## config.mk

```make
export PLATFORM = sky130hd
export DESIGN_NAME = counter_mode_ctl
export DESIGN_NICKNAME = d
export VERILOG_FILES = /design/src/rtl/counter_pkg.sv /design/src/rtl/counter_prescaler.sv /design/src/rtl/counter_mode_ctl.sv
export SDC_FILE = /design/constraint.sdc
export NUM_CORES = 1
export LEC_CHECK = 0
export ABC_AREA = 1
export CAP_MARGIN = 10
export CORE_MARGIN = 3
export CORE_UTILIZATION = 39
export DETAILED_ROUTE_END_ITERATION = 8
export MAX_ROUTING_LAYER = met4
export PLACE_DENSITY = 0.57
export SYNTH_ARGS = -nofsm -noshare
export SYNTH_HDL_FRONTEND = slang
export SYNTH_SLANG_ARGS = --single-unit
```

## constraint.sdc

```tcl
create_clock -name clk -period 2.8 [get_ports clk]
set_input_delay 0.28 -clock clk [delete_from_list [all_inputs] [get_ports clk]]
set_output_delay 0.28 -clock clk [all_outputs]
set_load 0.005 [all_outputs]
```

## src/rtl/counter_pkg.sv

```systemverilog
// Shared mode and direction encodings for the event/interval counter.
package counter_pkg;

  typedef enum logic [1:0] {
    MODE_WRAP    = 2'd0,
    MODE_SAT     = 2'd1,
    MODE_ONESHOT = 2'd2
  } mode_e;

  localparam logic DIR_UP   = 1'b1;
  localparam logic DIR_DOWN = 1'b0;

endpackage

```

## src/rtl/counter_prescaler.sv

```systemverilog
// Enable-gated prescaler: ticks once every i_div+1 enabled cycles.
module counter_prescaler #(
  parameter int unsigned PRESCALE_W = 4
) (
  input  logic                  clk,
  input  logic                  resetn,
  input  logic                  i_enable,
  input  logic                  i_sync_clr,
  input  logic [PRESCALE_W-1:0] i_div,
  output logic                  o_tick
);

  logic [PRESCALE_W-1:0] pre_q, pre_d;

  // >= so that lowering i_div below the running count ticks on the next enabled cycle.
  assign o_tick = i_enable && !i_sync_clr && (pre_q >= i_div);

  always_comb begin
    pre_d = pre_q;
    if (i_sync_clr) begin
      pre_d = '0;
    end else if (o_tick) begin
      pre_d = '0;
    end else if (i_enable) begin
      pre_d = pre_q + 1'b1;
    end
  end

  always_ff @(posedge clk or negedge resetn) begin
    if (!resetn) begin
      pre_q <= '0;
    end else begin
      pre_q <= pre_d;
    end
  end

endmodule

```

## src/rtl/counter_mode_ctl.sv

```systemverilog
// Up/down counter with runtime limit, prescaler and wrap/saturate/one-shot modes.
module counter_mode_ctl
  import counter_pkg::*;
#(
  parameter int unsigned WIDTH      = 8,
  parameter int unsigned PRESCALE_W = 4,
  parameter int unsigned RESET_VAL  = 0
) (
  input  logic                  clk,
  input  logic                  resetn,
  input  logic                  i_enable,
  input  logic                  i_clear,
  input  logic                  i_load,
  input  logic [WIDTH-1:0]      i_load_val,
  input  logic                  i_dir,
  input  logic [1:0]            i_mode,
  input  logic [WIDTH-1:0]      i_limit,
  input  logic [PRESCALE_W-1:0] i_prescale,
  output logic [WIDTH-1:0]      o_count,
  output logic                  o_tc,
  output logic                  o_wrap,
  output logic                  o_done
);

  localparam logic [WIDTH-1:0] ResetVal = WIDTH'(RESET_VAL);

  logic [WIDTH-1:0] count_q, count_d;
  logic             tc_q, tc_d;
  logic             wrap_q, wrap_d;
  logic             done_q, done_d;
  logic             tick;
  logic             is_sat, is_oneshot, is_wrap;
  logic [WIDTH-1:0] term;

  counter_prescaler #(
    .PRESCALE_W(PRESCALE_W)
  ) u_prescaler (
    .clk       (clk),
    .resetn    (resetn),
    .i_enable  (i_enable),
    .i_sync_clr(i_clear | i_load),
    .i_div     (i_prescale),
    .o_tick    (tick)
  );

  // Reserved mode 3 falls through to wrap behaviour.
  assign is_sat     = (i_mode == MODE_SAT);
  assign is_oneshot = (i_mode == MODE_ONESHOT);
  assign is_wrap    = !is_sat && !is_oneshot;
  assign term       = (i_dir == DIR_UP) ? i_limit : '0;

  always_comb begin
    count_d = count_q;
    tc_d    = 1'b0;
    wrap_d  = 1'b0;
    done_d  = done_q;
    if (i_clear) begin
      count_d = ResetVal;
      done_d  = 1'b0;
    end else if (i_load) begin
      count_d = (i_load_val > i_limit) ? i_limit : i_load_val;
      done_d  = 1'b0;
    end else if (tick && !(is_oneshot && done_q)) begin
      if (i_dir == DIR_UP) begin
        if (count_q >= i_limit) begin
          if (is_wrap) begin
            count_d = '0;
            wrap_d  = 1'b1;
          end else if (count_q > i_limit) begin
            count_d = i_limit;
          end
        end else begin
          count_d = count_q + 1'b1;
        end
      end else begin
        if (count_q == '0) begin
          if (is_wrap) begin
            count_d = i_limit;
            wrap_d  = 1'b1;
          end
        end else begin
          count_d = count_q - 1'b1;
        end
      end
      // Terminal pulse only when the step actually moved onto the terminal value.
      tc_d = (count_d != count_q) && (count_d == term);
      if (is_oneshot && tc_d) begin
        done_d = 1'b1;
      end
    end
  end

  always_ff @(posedge clk or negedge resetn) begin
    if (!resetn) begin
      count_q <= ResetVal;
      tc_q    <= 1'b0;
      wrap_q  <= 1'b0;
      done_q  <= 1'b0;
    end else begin
      count_q <= count_d;
      tc_q    <= tc_d;
      wrap_q  <= wrap_d;
      done_q  <= done_d;
    end
  end

  assign o_count = count_q;
  assign o_tc    = tc_q;
  assign o_wrap  = wrap_q;
  assign o_done  = done_q;

endmodule

```

**Yosys cells after proc, flatten, opt, wreduce, memory -nomap -nowiden**

Cells that the tools add are included.

- Bits in registers: 15
- Latch bits: 0
- Bits in writable memories: 0
- Memory bits (read-only): 0
- Output and inout port bits: 11
- Logic and storage cells: 64
- Memories: 0

- Add/subtract/negate cells: 3
- Multipliers: 0
- Div/mod/pow operators: 0
- Magnitude comparators: 4
- Equality and inequality tests: 4
- Shift operators: 0
- Muxes and demuxes: 31
- Bitwise gates (word level): 1
- Reductions and logical operators: 16

Operators by type and width:

| cell | number |
|---|---|
| 8-bit two-way mux | 14 |
| 8-bit > comparator | 2 |
| 1-bit two-way mux | 14 |
| 4-bit two-way mux | 3 |
| 3-bit nonzero test | 3 |
| 8-bit by 1-bit adder with 8-bit output, second input constant | 1 |
| 8-bit == test | 1 |
| 8-bit >= comparator | 1 |
| 8-bit logical NOT | 1 |
| 8-bit inequality test | 1 |
| 8-bit by 1-bit subtractor with 8-bit output, second input constant | 1 |
| 1-bit logical AND | 7 |
| 4-bit by 1-bit adder with 4-bit output, second input constant | 1 |
| 4-bit >= comparator | 1 |
| 1-bit logical NOT | 4 |
| 2-bit by 1-bit == test with 1-bit output, second input constant | 1 |
| 2-bit == test, second input constant | 1 |
| 2-bit AND reduction | 1 |
| 1-bit OR | 1 |

**Longest topological paths before layout**

Gate-level depths: netlist of the first run.

- Word-level depth: 16
- Depth in mapped cells: 22
- Gate-level depth less buffers: 22

**Hierarchy**

A second synthesis of the first run with hierarchy kept.

- Cells, all modules: 391
- Area, all modules: 2429.8 um2

Modules (own cells, without submodules):

| module | times used | cells each | area each (um2) |
|---|---|---|---|
| counter_mode_ctl | 1 | 343 | 2078.2 |
| counter_prescaler | 1 | 48 | 351.6 |

**Worst setup path before layout of the first run**

No wires, ideal clock.

- Kind: reg2reg
- Start: reg count_q[0] (netlist: o_count[0])
- End: reg done_q (netlist: o_done)
- Data arrival time: 2121 ps
- Data required time: 2723 ps
- Setup slack: 602 ps
- Cell stages (with the launch flop): 14
- Buffers on the path: 1
- Clock period less this slack: 2198 ps
- Cells stage by stage: dfrtp_1 -> inv_1 -> ha_1 -> nand4_1 -> buf_2 -> nand4_1 -> o21a_4 -> nand3_1 -> nand2_1 -> nor2_1 -> nand3_1 -> nor2_2 -> nand3_1 -> a21oi_1

- Cells in the longest elaborated chain, start to end: 13

RTL lines:

| element | RTL line | source |
|---|---|---|
| from (decl) | counter_mode_ctl.sv:27 | `logic [WIDTH-1:0] count_q, count_d;` |
| from (signal assigned) | counter_mode_ctl.sv:95 | `count_q <= ResetVal;` |
| from (signal assigned) | counter_mode_ctl.sv:100 | `count_q <= count_d;` |
| 8-bit > comparator | counter_mode_ctl.sv:69 | `end else if (count_q > i_limit) begin` |
| 8-bit two-way mux | counter_mode_ctl.sv:69 |  |
| 8-bit two-way mux | counter_mode_ctl.sv:66 | `if (is_wrap) begin` |
| 8-bit two-way mux | counter_mode_ctl.sv:65 | `if (count_q >= i_limit) begin` |
| 8-bit two-way mux | counter_mode_ctl.sv:64 | `if (i_dir == DIR_UP) begin` |
| 8-bit two-way mux | counter_mode_ctl.sv:63 | `end else if (tick && !(is_oneshot && done_q)) begin` |
| 8-bit two-way mux | counter_mode_ctl.sv:60 | `end else if (i_load) begin` |
| 8-bit two-way mux | counter_mode_ctl.sv:57 | `if (i_clear) begin` |
| 8-bit inequality test / 8-bit == test (equally long branches) | counter_mode_ctl.sv:86 | `tc_d = (count_d != count_q) && (count_d == term);` |
| 1-bit logical AND (*) | counter_mode_ctl.sv:86 |  |
| 1-bit logical AND (*) | counter_mode_ctl.sv:87 | `if (is_oneshot && tc_d) begin` |
| 3-bit nonzero test (no line) (*) | -- |  |
| 2-bit AND reduction (no line) (*) | -- |  |
| to (signal assigned) | counter_mode_ctl.sv:103 | `done_q <= done_d;` |
| to (decl) | counter_mode_ctl.sv:30 | `logic done_q, done_d;` |

Every way passes the cells marked *; elsewhere a longest branch is shown, timed or not. The select of a mux whose other input is x is not followed.
A chain may end at the register's enable or synchronous reset.

**Final worst setup path of the first run**

- Start: in i_limit[5]
- End: reg done_q (netlist: o_done)

- Cells in the longest elaborated chain, start to end: 13

RTL lines:

| element | RTL line | source |
|---|---|---|
| from (decl) | counter_mode_ctl.sv:17 | `input logic [WIDTH-1:0] i_limit,` |
| 8-bit > comparator | counter_mode_ctl.sv:69 |  |
| 8-bit two-way mux | counter_mode_ctl.sv:69 |  |
| 8-bit two-way mux | counter_mode_ctl.sv:66 |  |
| 8-bit two-way mux | counter_mode_ctl.sv:65 |  |
| 8-bit two-way mux | counter_mode_ctl.sv:64 |  |
| 8-bit two-way mux | counter_mode_ctl.sv:63 |  |
| 8-bit two-way mux | counter_mode_ctl.sv:60 |  |
| 8-bit two-way mux | counter_mode_ctl.sv:57 |  |
| 8-bit inequality test / 8-bit == test (equally long branches) | counter_mode_ctl.sv:86 |  |
| 1-bit logical AND (*) | counter_mode_ctl.sv:86 |  |
| 1-bit logical AND (*) | counter_mode_ctl.sv:87 |  |
| 3-bit nonzero test (no line) (*) | -- |  |
| 2-bit AND reduction (no line) (*) | -- |  |

Marks and branches as above.

==> results of run 1 <==
-- synth_stat cells, types with 2 or more instances --
| cell type | count | area, um^2 |
|---|---|---|
| a21oi_1 | 18 | 90.1 |
| buf_2 | 3 | 15.0 |
| clkbuf_1 | 3 | 11.3 |
| clkinv_1 | 2 | 7.51 |
| dfrtp_1 | 15 | 375 |
| ha_1 | 25 | 313 |
| inv_1 | 48 | 180 |
| inv_2 | 3 | 11.3 |
| inv_4 | 2 | 12.5 |
| nand2_1 | 100 | 375 |
| nand2_2 | 5 | 31.3 |
| nand2_4 | 3 | 33.8 |
| nand3_1 | 59 | 295 |
| nand3_2 | 2 | 20.0 |
| nand3b_1 | 2 | 15.0 |
| nand4_1 | 10 | 62.6 |
| nor2_1 | 24 | 90.1 |
| nor2_2 | 2 | 12.5 |
| o211ai_1 | 10 | 75.1 |
| o21ai_0 | 30 | 150 |
| o21ai_1 | 3 | 15.0 |
| o22ai_1 | 4 | 25.0 |
| xnor2_1 | 3 | 26.3 |
| xor2_1 | 2 | 17.5 |
-- metrics by stage --
step | power (mW) | std cells | cell area, um^2 | setup WS, ns | hold WS [ns]
final | 1.33 | 544 | 3340 | 0.140 | 0.448
after global routing | 1.45 | 544 | 3340 | -0.0593 | 0.519
after CTS | 1.28 | 542 | 3210 | 0.0798 | 0.482
after detailed placement | 1.09 | 538 | 3160 | -0.186 | 0.552
after global placement | 1.09 | 538 | 3160 | -0.241 | 0.549
after floorplan | 0.752 | 388 | 2380 | 0.602 | -0.0156
-- cells by family after synthesis --
kind of cell | share of synthesized area, %
flip-flops | 15.8
AO/OA/AOI/OAI | 17.1
XOR/XNOR | 1.84
buffers and inverters | 10.7
adder cells (fa/ha/maj) | 13.2
AND/OR/NAND/NOR | 41.4
-- worst paths after layout --
kind / startpoint / endpoint / cells past startpoint
max: i_limit[5] / o_done / 18
min: resetn / u_prescaler.pre_q[3] / 1
max reg2reg: o_count[1] / o_done / 14
min reg2reg: u_prescaler.pre_q[0] / u_prescaler.pre_q[0] / 1
max in group asynchronous: resetn / o_count[1] / 1
min in group clk: u_prescaler.pre_q[0] / u_prescaler.pre_q[0] / 1
-- sequential cells by signal (all words and copies together), names as in the netlist --
| signal | cells |
|---|---|
| o_count | 8 |
| o_done | 1 |
| o_tc | 1 |
| o_wrap | 1 |
| u_prescaler.pre_q | 4 |
-- cell usage in the layout (no fill, tap or decap), types with 3 or more instances in the layout --
master,instances
nand2_1,90
nand3_1,54
buf_4,47
inv_1,46
clkdlybuf4s50_1,37
o21ai_0,28
ha_1,23
nor2_1,21
a21oi_1,16
dfrtp_1,15
nand2_2,14
nand4_1,10
o211ai_1,10
nand3_2,7
o21ai_1,5
inv_2,4
nand2_4,4
o22ai_1,4
nor2_4,3
inv_4,3
xnor2_1,3
nor2_2,3
clkbuf_8,3
-- area by class of cell --
class	instances	area share, %
repair buffers	87	22.5
well taps	72	2.70
multi-input cells	310	55.6
clock buffers	3	1.24
inverters	56	6.56
clock inverters	1	0.150
flip-flops and latches	15	11.3
-- critical path, stage by stage --
cell             delay (ns)
clkdlybuf4s50_1        0.51
inv_2                  0.07
ha_4                   0.26
nand2_1                0.09
nor2_4                 0.16
nand4_1                0.20
nand3_2                0.19
nand2_2                0.09
inv_4                  0.11
nand3_2                0.09
nand2_2                0.09
nand2_2                0.07
nand2_1                0.08
nand4_1                0.13
nor2_2                 0.16
nand2_1                0.08
nand3_1                0.09
a21oi_2                0.05
-- power groups by stage --
stage / clock network [mW] / registers, mW / logic (mW)
2_1_floorplan: 0 / 0.268 / 0.484
3_3_place_gp: 0 / 0.249 / 0.845
3_5_place_dp: 0 / 0.249 / 0.844
4_1_cts: 0.188 / 0.245 / 0.849
5_1_grt: 0.207 / 0.248 / 0.996
6_report: 0.186 / 0.246 / 0.897
-- layer usage --
metal | vias up | GRT usage (%) | routed length [um]
met1 | 1322 | 30.8 | 3610
met5 | - | - | 0
li1 | 1477 | - | -
met4 | 0 | 4.09 | 99
met3 | 15 | 3.16 | 495
met2 | 105 | 40.6 | 4030
-- timing repair --
action	CTS	global route
endpoints found under the setup margin	0	2
gates resized for setup	0	32
buffers inserted	0	1
==> flow_summary.json, run 1 <==
{
  "synth.avg_cell_area_um2": 6.13,
  "fin_skew_ns": 0.00708,
  "drtIter0Drc": 248,
  "ys_async_sr_fraction_pct": 100,
  "n_antenna_cell": 0,
  "die_x_um": 84.1,
  "cts_buffers": 3,
  "clk_pin_slew_ns": 0.07,
  "arrival_ns": 2.81,
  "worst_pin_slew_ns": 0.718,
  "synthFlopType": "dfrtp_1",
  "switching_power_mw": 0.619,
  "core_mm2": 0.00571,
  "utilization_pct": 58.4,
  "dpl.hpwl_mm": 6.80,
  "yosysSeqAreaShare_pct": 15.8,
  "start_util_pct": 41.6,
  "wl_per_cell_um": 15.1,
  "synthCells": 388,
  "finalSetupViolations": 0,
  "final-seq-area_um2": 375,
  "vias": 2919,
  "h-tree-depth": 1,
  "cts_num_sinks": 15,
  "start_kind": "input port",
  "r2r_slack_ns": 0.27,
  "crit_type": "in -> reg",
  "totalWireLength_mm": 8.24,
  "pwr_density_cell_mw_per_mm2": 399,
  "die_area_mm2": 0.00707,
  "period_needed_ns": 2.66,
  "hold_class": "in -> async",
  "gp_congestion": 0.930,
  "synthDistinctLibCells": 34,
  "cts_tree": "yes",
  "drc": 0,
  "pwr-share-seq_pct": 18.5,
  "num_rows": 27,
  "vias_per_cell": 5.37,
  "irDropWorstVdd_mv": 0.191,
  "grt_max_degree": 24,
  "drv_cap": 0,
  "cts_buffer_depth": 2,
  "report.final.slew_viol_count": 0,
  "clk_latency_ns": 0.26,
  "synth_edf_count": 0,
  "drt_pass1_iterations": 5,
  "ys_ff_latch": 15,
  "cp-end-kind": "register",
  "fin_nets": 526,
  "portBuffers": 38,
  "fp.dieH_um": 84.1,
  "ios": 39,
  "hold_buffers": 0,
  "finalCritPeriodShare_pct": 95.0,
  "fmax_mhz": 376,
  "path_max_fanout": 7,
  "status": "complete, no violations",
  "finalHoldViolations": 0,
  "grt_usage_pct": 24.0,
  "grt.overflow.total": 0,
  "layout-drive-gt1-share_pct": 21.2,
  "synth_area_mm2": 0.00238,
  "crit_required_ns": 2.95,
  "fin_setup_tns_ns": 0,
  "p_sw_share_pct": 46.6,
  "p_int_mw": 0.711,
  "grt_pass1_vias": 2781,
  "multiInputGateArea_mm2": 0.00185,
  "ant_nets": 0,
  "synth_nets": 441,
  "max-slew-margin-rel_pct": 52.0,
  "nFillCells": 605,
  "power_frac_comb_pct": 67.5,
  "clkPwrFrac_pct": 14.0,
  "antenna_found_initial": 0,
  "p_leak_nw": 1.69,
  "root_buffer": "clkbuf_8",
  "ys_warn_count": 0,
  "grt_first_pass_wirelength_mm": 13.5,
  "syn2layout_area_growth_pct": 40.3
}
Power figures use the tool's default switching activity.
==> run 2: changes to the inputs <==
--- a/config.mk
+++ b/config.mk
@@ -7,7 +7,7 @@
 export LEC_CHECK = 0
 export ABC_AREA = 1
 export CAP_MARGIN = 10
-export CORE_MARGIN = 3
+export CORE_MARGIN = 4
 export CORE_UTILIZATION = 39
 export DETAILED_ROUTE_END_ITERATION = 8
 export MAX_ROUTING_LAYER = met4
==> flow_summary.json, run 2 (same netlist as run 1, synthesis figures left out) <==
{
  "path_max_fanout": 4,
  "num_rows": 28,
  "cp_common_cell": "nand3_1",
  "grt_max_degree": 21,
  "ant_nets": 0,
  "core_mm2": 0.00592,
  "fmax_mhz": 378,
  "die_area_mm2": 0.00741,
  "status": "complete, no violations",
  "h-tree-depth": 1,
  "cts_tree": "yes",
  "final_cell_mix": "nand2_1, nand3_1, inv_1",
  "critical-path-top-delay-family": "buffers and inverters",
  "vias_per_cell": 5.25,
  "stdcell_count": 546,
  "dp.cells": 538,
  "cp_slowest_cell": "clkdlybuf4s50_1",
  "root_buffer": "clkbuf_8",
  "n_antenna_cell": 0,
  "portBuffers": 38,
  "critPathMaxStageDelay_ns": 0.49,
  "worst_pin_slew_ns": 0.727,
  "cts_buffer_depth": 2,
  "grt_pass1_vias": 2779,
  "cp-end-kind": "register",
  "grt.overflow.total": 0,
  "wl_per_cell_um": 15.1,
  "grt_usage_pct": 23.3,
  "hold_class": "in -> async",
  "cts_num_sinks": 15,
  "setup_ws_ns": 0.155,
  "critical_path_cell_count": 16,
  "antenna_found_initial": 0,
  "finalCritPeriodShare_pct": 94.4,
  "vias": 2864,
  "path_buf_inv": 5,
  "grt_first_pass_wirelength_mm": 13.3,
  "final_common_cell": "nand2_1",
  "hold_ws_ns": 0.460,
  "drv_cap": 0,
  "start_util_pct": 40.2,
  "totalWireLength_mm": 8.24,
  "clk_pin_slew_ns": 0.06,
  "largest_reg_flops": 8,
  "rr_worst_depth": 16,
  "irDropWorstVdd_mv": 0.215,
  "finalHoldViolations": 0,
  "start_kind": "input port",
  "clk_latency_ns": 0.25,
  "drc": 0,
  "cts_buffers": 3,
  "rsz0062_at_grt": "no",
  "max-slew-margin-rel_pct": 51.4,
  "syn2layout_area_growth_pct": 39.7,
  "ios": 39,
  "fp.dieH_um": 86.1,
  "crit_type": "in -> reg",
  "p_leak_nw": 1.72,
  "finalSetupViolations": 0,
  "report.final.slew_viol_count": 0,
  "hold_buffers": 0,
  "period_needed_ns": 2.64,
  "die_x_um": 86.1,
  "fin_nets": 525,
  "pwr_density_cell_mw_per_mm2": 394,
  "path_cells": "clkdlybuf4s50_1, inv_1, ha_1, buf_4, nand4_1, buf_6, buf_4, nand4_1, o21a_4, nand3_1, nand2_1, nor2_1, nand3_1, nor2_2, nand3_1, a21oi_2",
  "nFillCells": 623,
  "fin_skew_ns": 0.00167,
  "crit_required_ns": 2.99,
  "drtIter0Drc": 93,
  "drt_pass1_iterations": 5,
  "arrival_ns": 2.83,
  "gp_congestion": 0.941,
  "preCtsSetupSlack_ns": -0.221,
  "layout-drive-gt1-share_pct": 19.1,
  "dpl.hpwl_mm": 6.87
}
[run 2: worst paths after layout]
kind | start | endpoint | slack, ns
setup / recovery | i_limit[1] | o_done | 0.16
hold / removal | resetn | u_prescaler.pre_q[3] | 0.46
setup reg to reg | o_count[5] | o_done | 0.25
hold reg to reg | o_done | o_done | 0.56
max in group asynchronous | resetn | o_count[1] | 1.88
min in group clk | o_done | o_done | 0.56
[run 2: per-layer routing]
metal | global-route usage (%) | part of all wire [%]
met4 | 5.32 | 1.4
met5 | - | 0
met2 | 39.5 | 49
met1 | 29.0 | 45
met3 | 3.36 | 4.9
[run 2: layout make-up]
| type | count | area (um^2) | share of cell area (%) |
|---|---|---|---|
| Tap cell | 75 | 93.8 | 2.83 |
| Clock inverter | 1 | 5.00 | 0.151 |
| Timing Repair Buffer | 86 | 767 | 23.1 |
| Clock buffer | 3 | 41.3 | 1.24 |
| Inverter | 56 | 216 | 6.52 |
| Sequential cell | 15 | 375 | 11.3 |
| Multi-Input combinational cell | 310 | 1820 | 54.9 |
[run 2: stage by stage]
stage | setup TNS (ns) | utilization (%) | cell area, um^2 | power [mW]
5_1_grt | 0 | 56.1 | 3320 | 1.43
3_3_place_gp | -0.403 | 53.3 | 3160 | 1.09
4_1_cts | 0 | 54.1 | 3200 | 1.28
3_5_place_dp | -0.697 | 53.3 | 3160 | 1.09
6_report | 0 | 56.1 | 3320 | 1.31
2_1_floorplan | 0 | - | 2380 | 0.752
[run 2: repair_timing]
action	4_1_cts	5_1_grt
buffers inserted	0	4
gates resized for setup	0	24
setup endpoints to repair	0	9
[run 2: report_power, final]
| part | switching [mW] | total [mW] | internal [mW] | leakage, nW |
|---|---|---|---|---|
| Combinational | 0.507 | 0.880 | 0.373 | 1.49 |
| Clock | 0.0839 | 0.183 | 0.0987 | 0.0255 |
| Sequential | 0.0126 | 0.246 | 0.233 | 0.201 |
| Total | 0.604 | 1.31 | 0.704 | 1.72 |
